<file path="config.mk">
export PLATFORM = sky130hd
export DESIGN_NAME = filt_pass_sched
export DESIGN_NICKNAME = d
export VERILOG_FILES = /design/src/rtl/filt_pass_sched.sv
export SDC_FILE = /design/constraint.sdc
export NUM_CORES = 1
export LEC_CHECK = 0
export CORE_MARGIN = 1.5
export CORE_UTILIZATION = 44
export DETAILED_ROUTE_END_ITERATION = 8
export GPL_TIMING_DRIVEN = 0
export PLACE_DENSITY = 0.76
export SLEW_MARGIN = 20
export SYNTH_ARGS = -nofsm -noshare
export SYNTH_HDL_FRONTEND = slang
export SYNTH_SLANG_ARGS = --single-unit
</file>
<file path="constraint.sdc">
create_clock -name clk -period 1.85 [get_ports clk]
set_input_delay 0.2775 -clock clk [delete_from_list [all_inputs] [get_ports clk]]
set_output_delay 0.2775 -clock clk [all_outputs]
set_load 0.1 [all_outputs]
</file>
<file path="src/rtl/filt_pass_sched.sv">
// Filter pass scheduler for the ROM / RAM A / RAM B ping-pong image buffers.
// Owns the shared read port, routes filter writes, and tracks the displayed buffer.
module filt_pass_sched #(
  parameter int unsigned ADDR_W         = 6,
  parameter int unsigned PASS_W         = 10,
  parameter int unsigned TIMEOUT_CYCLES = 4096,
  parameter int unsigned ALIGN_FRAME    = 1
) (
  input  logic              clk,
  input  logic              rst,
  input  logic              start_i,
  input  logic              clear_i,
  input  logic              kernel_i,
  input  logic              operator_i,
  input  logic              frame_start_i,
  input  logic              filt_done_i,
  input  logic              filt_wr_en_i,
  input  logic [ADDR_W-1:0] filt_rd_addr_i,
  input  logic [ADDR_W-1:0] vga_rd_addr_i,
  output logic [ADDR_W-1:0] rd_addr_o,
  output logic              wr_en_a_o,
  output logic              wr_en_b_o,
  output logic [1:0]        src_sel_o,
  output logic [1:0]        disp_sel_o,
  output logic              filt_start_o,
  output logic              filt_abort_o,
  output logic              kernel_o,
  output logic              operator_o,
  output logic              vga_blank_o,
  output logic              busy_o,
  output logic              done_o,
  output logic              timeout_o,
  output logic [PASS_W-1:0] pass_count_o
);

  localparam int unsigned CNT_W = (TIMEOUT_CYCLES > 2) ? $clog2(TIMEOUT_CYCLES) : 1;
  localparam logic [CNT_W-1:0] CNT_LAST = CNT_W'(TIMEOUT_CYCLES - 1);
  localparam logic [1:0] SEL_ROM = 2'd0;
  localparam logic [1:0] SEL_A   = 2'd1;
  localparam logic [1:0] SEL_B   = 2'd2;

  typedef enum logic [1:0] {IDLE, WAIT_FRAME, LAUNCH, RUN} state_t;

  state_t            state_q, state_n;
  logic [1:0]        disp_q, disp_n;
  logic [1:0]        src_q, src_n;
  logic              dest_b_q, dest_b_n;   // 1: pass writes RAM B, 0: RAM A
  logic              kern_q, kern_n;
  logic              oper_q, oper_n;
  logic              tmo_q, tmo_n;
  logic              done_q, done_n;
  logic              fstart_q, fstart_n;
  logic              abort_q, abort_n;
  logic [PASS_W-1:0] pass_q, pass_n;
  logic [CNT_W-1:0]  cnt_q, cnt_n;
  logic              filt_owns;

  // State and datapath registers
  always_ff @(posedge clk) begin
    if (rst) begin
      state_q  <= IDLE;
      disp_q   <= SEL_ROM;
      src_q    <= SEL_ROM;
      dest_b_q <= 1'b0;
      kern_q   <= 1'b0;
      oper_q   <= 1'b0;
      tmo_q    <= 1'b0;
      done_q   <= 1'b0;
      fstart_q <= 1'b0;
      abort_q  <= 1'b0;
      pass_q   <= '0;
      cnt_q    <= '0;
    end else begin
      state_q  <= state_n;
      disp_q   <= disp_n;
      src_q    <= src_n;
      dest_b_q <= dest_b_n;
      kern_q   <= kern_n;
      oper_q   <= oper_n;
      tmo_q    <= tmo_n;
      done_q   <= done_n;
      fstart_q <= fstart_n;
      abort_q  <= abort_n;
      pass_q   <= pass_n;
      cnt_q    <= cnt_n;
    end
  end

  // Next-state and registered-output logic
  always_comb begin
    state_n  = state_q;
    disp_n   = disp_q;
    src_n    = src_q;
    dest_b_n = dest_b_q;
    kern_n   = kern_q;
    oper_n   = oper_q;
    tmo_n    = tmo_q;
    pass_n   = pass_q;
    cnt_n    = cnt_q;
    done_n   = 1'b0;
    fstart_n = 1'b0;
    abort_n  = 1'b0;

    if (state_q != IDLE && clear_i) begin
      // Clear overrides any pass activity, including a coincident done
      state_n = IDLE;
      abort_n = 1'b1;
      disp_n  = SEL_ROM;
      pass_n  = '0;
    end else begin
      case (state_q)
        IDLE: begin
          if (clear_i) begin
            disp_n = SEL_ROM;
            pass_n = '0;
            tmo_n  = 1'b0;
          end else if (start_i) begin
            kern_n   = kernel_i;
            oper_n   = operator_i;
            src_n    = disp_q;
            dest_b_n = (disp_q == SEL_A);
            tmo_n    = 1'b0;
            if (ALIGN_FRAME != 0) begin
              state_n = WAIT_FRAME;
            end else begin
              state_n  = LAUNCH;
              fstart_n = 1'b1;
            end
          end
        end
        WAIT_FRAME: begin
          if (frame_start_i) begin
            state_n  = LAUNCH;
            fstart_n = 1'b1;
          end
        end
        LAUNCH: begin
          state_n = RUN;
          cnt_n   = '0;
        end
        RUN: begin
          if (filt_done_i) begin
            state_n = IDLE;
            disp_n  = dest_b_q ? SEL_B : SEL_A;
            pass_n  = pass_q + PASS_W'(1);
            done_n  = 1'b1;
          end else if (cnt_q == CNT_LAST) begin
            state_n = IDLE;
            abort_n = 1'b1;
            tmo_n   = 1'b1;
          end else begin
            cnt_n = cnt_q + CNT_W'(1);
          end
        end
        default: state_n = IDLE;
      endcase
    end
  end

  // Read-port arbitration and write routing
  assign filt_owns   = (state_q == LAUNCH) || (state_q == RUN);
  assign rd_addr_o   = filt_owns ? filt_rd_addr_i : vga_rd_addr_i;
  assign vga_blank_o = filt_owns;
  assign wr_en_a_o   = filt_wr_en_i && (state_q == RUN) && !dest_b_q;
  assign wr_en_b_o   = filt_wr_en_i && (state_q == RUN) && dest_b_q;

  assign busy_o       = (state_q != IDLE);
  assign src_sel_o    = src_q;
  assign disp_sel_o   = disp_q;
  assign filt_start_o = fstart_q;
  assign filt_abort_o = abort_q;
  assign kernel_o     = kern_q;
  assign operator_o   = oper_q;
  assign done_o       = done_q;
  assign timeout_o    = tmo_q;
  assign pass_count_o = pass_q;

endmodule
</file>
==> results.sh, run 1 <==
export IMPL_ys_top_cells_by_area="dfxtp_1 36%, nand2_1 4.6%, nor2_1 4.4%"
export IMPL_end_kind="primary output"
export IMPL_dieArea_um2=4883
export IMPL_fillers=318
export IMPL_antenna_left=0
export IMPL_p_leak_nw=1.195
export IMPL_ys_flop_type="dfxtp_1"
export IMPL_synthesis_area_um2=1968
export IMPL_nets=335
export IMPL_drt_pass1_iterations=4
export IMPL_postSynthCellCount=235
export IMPL_final_core_util_pct=70.75
export IMPL_core_area_um2=4324
export IMPL_r2r_end="cnt_q[9]$_SDFFE_PP0P_"
export IMPL_fp_row_count=24
export IMPL_synthAdderAreaFrac_pct=3.814
export IMPL_routed_via_density=5.548
export IMPL_htreeDepth=2
export IMPL_place_ws_ns=-0.8262
export IMPL_synth_edf_count=0
export IMPL_status="finished with violations"
export IMPL_min_period_ns=1.957
export IMPL_dp_hpwl_mm=3.414
export IMPL_synth_seq_cells=35
export IMPL_clock_path_buffers=2
export IMPL_fin_skew_ns=0.006070
export IMPL_worst_r2r_cell_count=12
export IMPL_numPortBuffers=50
export IMPL_initial_core_util_pct=45.52
export IMPL_startpoint="state_q[0]$_SDFFE_PP0P_"
export IMPL_finalHoldViolations=0
export IMPL_slew_headroom_pct=35.19
export IMPL_period_share_pct=105.8
export IMPL_cts_sinks=35
export IMPL_power_density_nw_per_um2=1095
export IMPL_synth_fp_nets=262
export IMPL_place_congestion=0.8056
export IMPL_synthMuxAreaShare_pct=4.704
export IMPL_crit_end="rd_addr_o[4]"
export IMPL_synthXorXnorAreaFrac_pct=2.670
export IMPL_grt_overflow_total=0
export IMPL_antenna_found_initial=0
export IMPL_slowest_stage="dfxtp_4"
export IMPL_slowest_delay_ns=0.38
export IMPL_worst_hold_path_type="reg -> reg"
export IMPL_maxSlewViolCount=0
export IMPL_drt_iter0_drc=163
export IMPL_rsz0062_at_grt="true"
export IMPL_dieHeight_um=69.88
export IMPL_cts_tree="yes"
export IMPL_drc_errors=0
export IMPL_ir_drop_uv=881.8
export IMPL_wl_per_cell_um=14.83
export IMPL_start_kind="register"
export IMPL_ys_seq_area_share_pct=35.60
export IMPL_via_count=2003
export IMPL_violations="negative setup slack"
export IMPL_wl_mm=5.354
export IMPL_die_x_um=69.88
export IMPL_antenna_cells=0
export IMPL_cts_buffers=5
export IMPL_grt_pass1_wl_mm=8.487
export IMPL_setup_violations_final=11
export IMPL_rrSetupSlack_ns=-0.03
export IMPL_maxCapViolations=0
export IMPL_async_flop_share_pct=0
export IMPL_r2r_start="state_q[0]$_SDFFE_PP0P_"
export IMPL_drive_gt1_share_pct=29.13
export IMPL_achievable_frequency_ghz=0.5109
export IMPL_synth_compound_area_share_pct=17.74
export IMPL_synthSimpleGateAreaFrac_pct=31.09
export IMPL_grt_max_degree=13
export IMPL_ys_warn_count=0
export IMPL_ctsHoldBuffers=0
export IMPL_worstSetupPathType="reg -> out"
export IMPL_worstPathRequired_ns=1.57
export IMPL_synth_top_cell_area_share_pct=35.60
export IMPL_ys_types=51
export IMPL_grt_pass1_vias=1842
export IMPL_cts_root_buf="clkbuf_8"
export IMPL_path_cells="inv_4, ha_4, nor2_4, buf_6, mux2_4, buf_12"
export IMPL_ios=51
export IMPL_grt_use_total_pct=21.33
export IMPL_crit_fanout=5
export IMPL_synth_top_cell_by_area="dfxtp_1"
export IMPL_syn_avg_cell_area_um2=8.375
export IMPL_fin_tns_setup_ns=-0.6006
export IMPL_setup_ws_ns=-0.1073
export IMPL_clk_pin_slew_ns=0.08
export IMPL_clock_latency_ns=0.30
export IMPL_worst_slew_pin_slew_ns=0.9761
export IMPL_synth_top_family_by_area="simple AND/OR/NAND/NOR gates"
export IMPL_worstPathArrival_ns=1.68
export IMPL_area_delta_synth_final_pct=55.44
-- repair_timing --
item / 4_1_cts / 5_1_grt
buffers inserted: 10 / 7
pin swaps: 5 / 4
resized for setup: 142 / 24
setup endpoints to repair: 37 / 40
-- layer usage --
| metal | up-vias | part of all wire, % | GRT usage (%) | wire (um) |
|---|---|---|---|---|
| met4 | 0 | 1.7 | 6.624 | 89 |
| met1 | 943 | 44 | 27.69 | 2349 |
| met5 | - | 0 | 0 | 0 |
| met3 | 10 | 5.3 | 4.040 | 283 |
| li1 | 993 | - | - | - |
| met2 | 57 | 49 | 35.87 | 2631 |
-- cells in the mapped netlist (2+ instances only) --
library cell   n
a21oi_1       17
a21oi_2        2
a22o_1         2
a31oi_1        3
and3_1         3
buf_1          2
buf_2          2
buf_6          3
dfxtp_1       35
ha_1           6
inv_1          8
mux2_2         6
nand2_1       24
nand2b_1       8
nand3_1       16
nand4_1        5
nor2_1        23
nor2b_1        5
nor3_1        10
nor3b_1        2
nor4_1         3
o21ai_0       11
o21ai_1        4
o22ai_1        2
or3_1          2
or4_1          2
xnor2_1        5
-- layout by cell type (no fill, tap or decap), types with 4 or more instances in the layout --
cell type	instances
nand3_1	15
clkbuf_8	5
nand2_1	21
buf_12	9
mux2_4	7
o21ai_0	11
dlygate4sd2_1	10
nor2b_1	4
a21oi_1	17
clkdlybuf4s50_1	19
inv_1	7
buf_4	14
o21ai_1	4
xnor2_1	5
nand2b_1	8
nor2_1	21
clkdlybuf4s15_1	6
nand4_1	5
dfxtp_1	28
dfxtp_2	5
buf_6	5
nor3_1	9
-- worst min-delay path by stage --
| stage | endpoint | from | cells past startpoint |
|---|---|---|---|
| floorplan | kernel_o$_SDFFE_PP0P_ | kernel_i | 2 |
| global route | kernel_o$_SDFFE_PP0P_ | kernel_o$_SDFFE_PP0P_ | 2 |
| finish | src_sel_o[0]$_SDFFE_PP0P_ | src_sel_o[0]$_SDFFE_PP0P_ | 2 |
| CTS | operator_o$_SDFFE_PP0P_ | operator_o$_SDFFE_PP0P_ | 2 |
| global placement | operator_o$_SDFFE_PP0P_ | operator_o$_SDFFE_PP0P_ | 2 |
| detailed placement | operator_o$_SDFFE_PP0P_ | operator_o$_SDFFE_PP0P_ | 2 |
-- report_power, final --
| part | internal [mW] | total [mW] | switching [mW] |
|---|---|---|---|
| combinational | 0.641 | 1.68 | 1.04 |
| clock | 0.538 | 0.843 | 0.305 |
| sequential | 0.794 | 0.831 | 0.0369 |
| total | 1.97 | 3.35 | 1.38 |
-- critical path: cells and delay by family (launching register included) --
kind,cells,cell delay (ns)
buffers and inverters,3,0.36
flip-flops,1,0.38
AND/OR/NAND/NOR,1,0.17
adder cells (fa/ha/maj),1,0.16
multiplexers,1,0.31
-- sequential cells by signal, summed over array words and instances (netlist names) --
| signal | flops |
|---|---|
| pass_count_o | 10 |
| dest_b_q | 1 |
| done_o | 1 |
| disp_sel_o | 2 |
| state_q | 2 |
| kernel_o | 1 |
| src_sel_o | 2 |
| timeout_o | 1 |
| filt_abort_o | 1 |
| filt_start_o | 1 |
| cnt_q | 12 |
| operator_o | 1 |
-- cell type report --
| class | instances | area (um2) | area share [%] |
|---|---|---|---|
| buffer | 6 | 57.56 | 1.881 |
| tap | 52 | 65.06 | 2.127 |
| timing repair buffer | 67 | 726.9 | 23.76 |
| multi-input combinational | 184 | 1310 | 42.82 |
| inverter | 9 | 48.80 | 1.595 |
| sequential | 35 | 714.4 | 23.35 |
| clock buffer | 5 | 68.82 | 2.249 |
| clock inverter | 3 | 67.56 | 2.209 |
-- logic make-up after synthesis --
group,count (synthesis)
AO/OA/AOI/OAI,51
buffers and inverters,16
flip-flops,35
adder cells (fa/ha/maj),6
AND/OR/NAND/NOR,113
multiplexers,8
XOR/XNOR,6
-- through the flow --
stage	hold slack [ns]	area [um2]	instances	power, mW
final	0.4561	3059	361	3.350
after CTS	0.4594	2970	355	3.243
after floorplan	0.4251	1992	235	1.830
after detailed placement	0.4496	2557	337	2.115
after global routing	0.4805	3059	361	3.471
after global placement	0.4443	2557	337	2.107
(Power assumes the default switching activity.)
==> run 2, diff against run 1 <==
==> constraint.sdc (replaced) <==
create_clock -name clk -period 1.7 [get_ports clk]
set_input_delay 0.255 -clock clk [delete_from_list [all_inputs] [get_ports clk]]
set_output_delay 0.255 -clock clk [all_outputs]
set_load 0.1 [all_outputs]
==> results.sh, run 2 (same netlist as run 1, synthesis figures left out) <==
export IMPL_status="finished with violations"
export IMPL_violations="negative setup slack"
export IMPL_ir_drop_uv=960.3
export IMPL_nets=340
export IMPL_startpoint="state_q[1]$_SDFFE_PP0P_"
export IMPL_area_delta_synth_final_pct=68.98
export IMPL_hold_depth=2
export IMPL_slew_headroom_pct=36.69
export IMPL_regMostFlops="cnt_q"
export IMPL_dieHeight_um=69.88
export IMPL_finalHoldViolations=0
export IMPL_setup_ws_ns=-0.2305
export IMPL_routed_via_density=5.713
export IMPL_grt_overflow_total=0
export IMPL_worst_r2r_cell_count=8
export IMPL_drive_gt1_share_pct=45.86
export IMPL_r2r_end="cnt_q[4]$_SDFFE_PP0P_"
export IMPL_end_kind="primary output"
export IMPL_r2r_start="state_q[1]$_SDFFE_PP0P_"
export IMPL_worstPathRequired_ns=1.44
export IMPL_p_leak_nw=1.205
export IMPL_fin_hold_ws_ns=0.4559
export IMPL_die_x_um=69.88
export IMPL_worstSetupPathType="reg -> out"
export IMPL_cts_root_buf="clkbuf_8"
export IMPL_fin_tns_setup_ns=-1.861
export IMPL_clock_path_buffers=2
export IMPL_grt_use_total_pct=22.21
export IMPL_rsz0062_at_grt="true"
export IMPL_crit_fanout=7
export IMPL_grt_pass1_vias=1909
export IMPL_largest_reg_flops=12
export IMPL_regArea_um2=735.7
export IMPL_ios=51
export IMPL_numPortBuffers=50
export IMPL_clk_pin_slew_ns=0.07
export IMPL_min_delay_start="kernel_o$_SDFFE_PP0P_"
export IMPL_grt_max_degree=12
export IMPL_fin_skew_ns=0.005369
export IMPL_totalPowerFinal_mw=3.833
export IMPL_wl_per_cell_um=16.77
export IMPL_period_share_pct=113.6
export IMPL_hold_path_end="kernel_o$_SDFFE_PP0P_"
export IMPL_place_congestion=0.8289
export IMPL_via_count=2091
export IMPL_core_area_um2=4324
export IMPL_grt_pass1_wl_mm=8.907
export IMPL_htreeDepth=2
export IMPL_dp_hpwl_mm=3.629
export IMPL_drc_errors=0
export IMPL_start_kind="register"
export IMPL_final_core_util_pct=76.91
export IMPL_min_period_ns=1.930
export IMPL_maxSlewViolCount=0
export IMPL_worstPathArrival_ns=1.68
export IMPL_cts_buffers=5
export IMPL_dieArea_um2=4883
export IMPL_ctsHoldBuffers=0
export IMPL_fillers=283
export IMPL_cts_tree="yes"
export IMPL_placed_cells=337
export IMPL_wl_mm=6.138
export IMPL_setup_violations_final=17
export IMPL_most_common_layout_cells="21 x nor2_1, 19 x nand2_1, 19 x clkdlybuf4s50_1, 17 x a21oi_1"
export IMPL_maxCapViolations=0
export IMPL_drt_pass1_iterations=4
export IMPL_worst_hold_path_type="reg -> reg"
export IMPL_antenna_found_initial=0
export IMPL_cts_sinks=35
export IMPL_multi_input_area_um2=1476
export IMPL_antenna_left=0
export IMPL_power_density_nw_per_um2=1152
export IMPL_antenna_cells=0
export IMPL_initial_core_util_pct=45.52
export IMPL_layout_commonest_cell="nor2_1"
export IMPL_drt_iter0_drc=237
export IMPL_clock_latency_ns=0.29
export IMPL_achievable_frequency_ghz=0.5180
export IMPL_rrSetupSlack_ns=-0.14
export IMPL_worst_slew_pin_slew_ns=0.9534
export IMPL_fp_row_count=24
export IMPL_layoutNonFillerInstCount=366
==> run 2: cell types whose count changed in the layout (fill, tap and decap cells not counted), moves of 3 or more <==
cell and change:
dfxtp_2 +11, clkdlybuf4s15_1 -5, nor3_2 +4, buf_12 +4, nand2b_1 -3, dlygate4sd2_1 -9, dfxtp_1 -13, nor3_1 -4
o21ai_2 +3, clkdlybuf4s15_2 +13
==> run 2: what timing repair did <==
| action | 4_1_cts | 5_1_grt |
|---|---|---|
| cloned | 0 | 1 |
| endpoints found under the setup margin | 57 | 32 |
| pin swaps | 9 | 15 |
| setup buffers | 8 | 16 |
| resized for setup | 171 | 56 |
==> run 2: cell type report <==
class | count | area share, %
well taps | 52 | 1.956
clock buffers | 6 | 2.483
repair buffers | 72 | 24.57
multi-input cells | 185 | 44.39
flip-flops and latches | 35 | 22.12
inverters | 9 | 1.655
plain buffers | 5 | 1.768
clock inverters | 2 | 1.053
==> run 2: layer usage <==
layer,part of all wire [%],vias up,GRT usage (%)
met1,40,990,28.73
li1,-,1009,-
met5,0,-,0
met4,2.0,0,7.051
met3,5.7,15,5.195
met2,52,77,36.72
==> run 2: worst max path at each step <==
stage                              to  slack [ns]  depth (start not counted)
6_report                 rd_addr_o[4]       -0.23                          6
5_1_grt                  rd_addr_o[4]       -0.26                          6
4_1_cts                  rd_addr_o[2]       -0.21                          6
3_5_place_dp                wr_en_b_o       -0.94                          6
3_3_place_gp                wr_en_b_o       -0.92                          6
2_1_floorplan  cnt_q[10]$_SDFFE_PP0P_       -0.07                          9
==> run 2: report_power, final <==
part | internal, mW | switching (mW) | total (mW)
logic | 0.883 | 1.26 | 2.15
registers | 0.861 | 0.0384 | 0.900
clock network | 0.475 | 0.312 | 0.787
total | 2.22 | 1.61 | 3.83
==> run 2: per-stage QoR <==
stage / cell area (um2) / setup WS (ns)
floorplan: 2053 / -0.07355
CTS: 3000 / -0.2092
finish: 3326 / -0.2305
global route: 3326 / -0.2575
detailed placement: 2619 / -0.9391
global placement: 2619 / -0.9242
==> run 2: critical path, cell delays in order, from the launching register on <==
cell and delay [ns]:
dfxtp_4 0.36, buf_6 0.12, ha_4 0.16, nor2_4 0.10, buf_12 0.15, mux2_4 0.32, buf_12 0.17
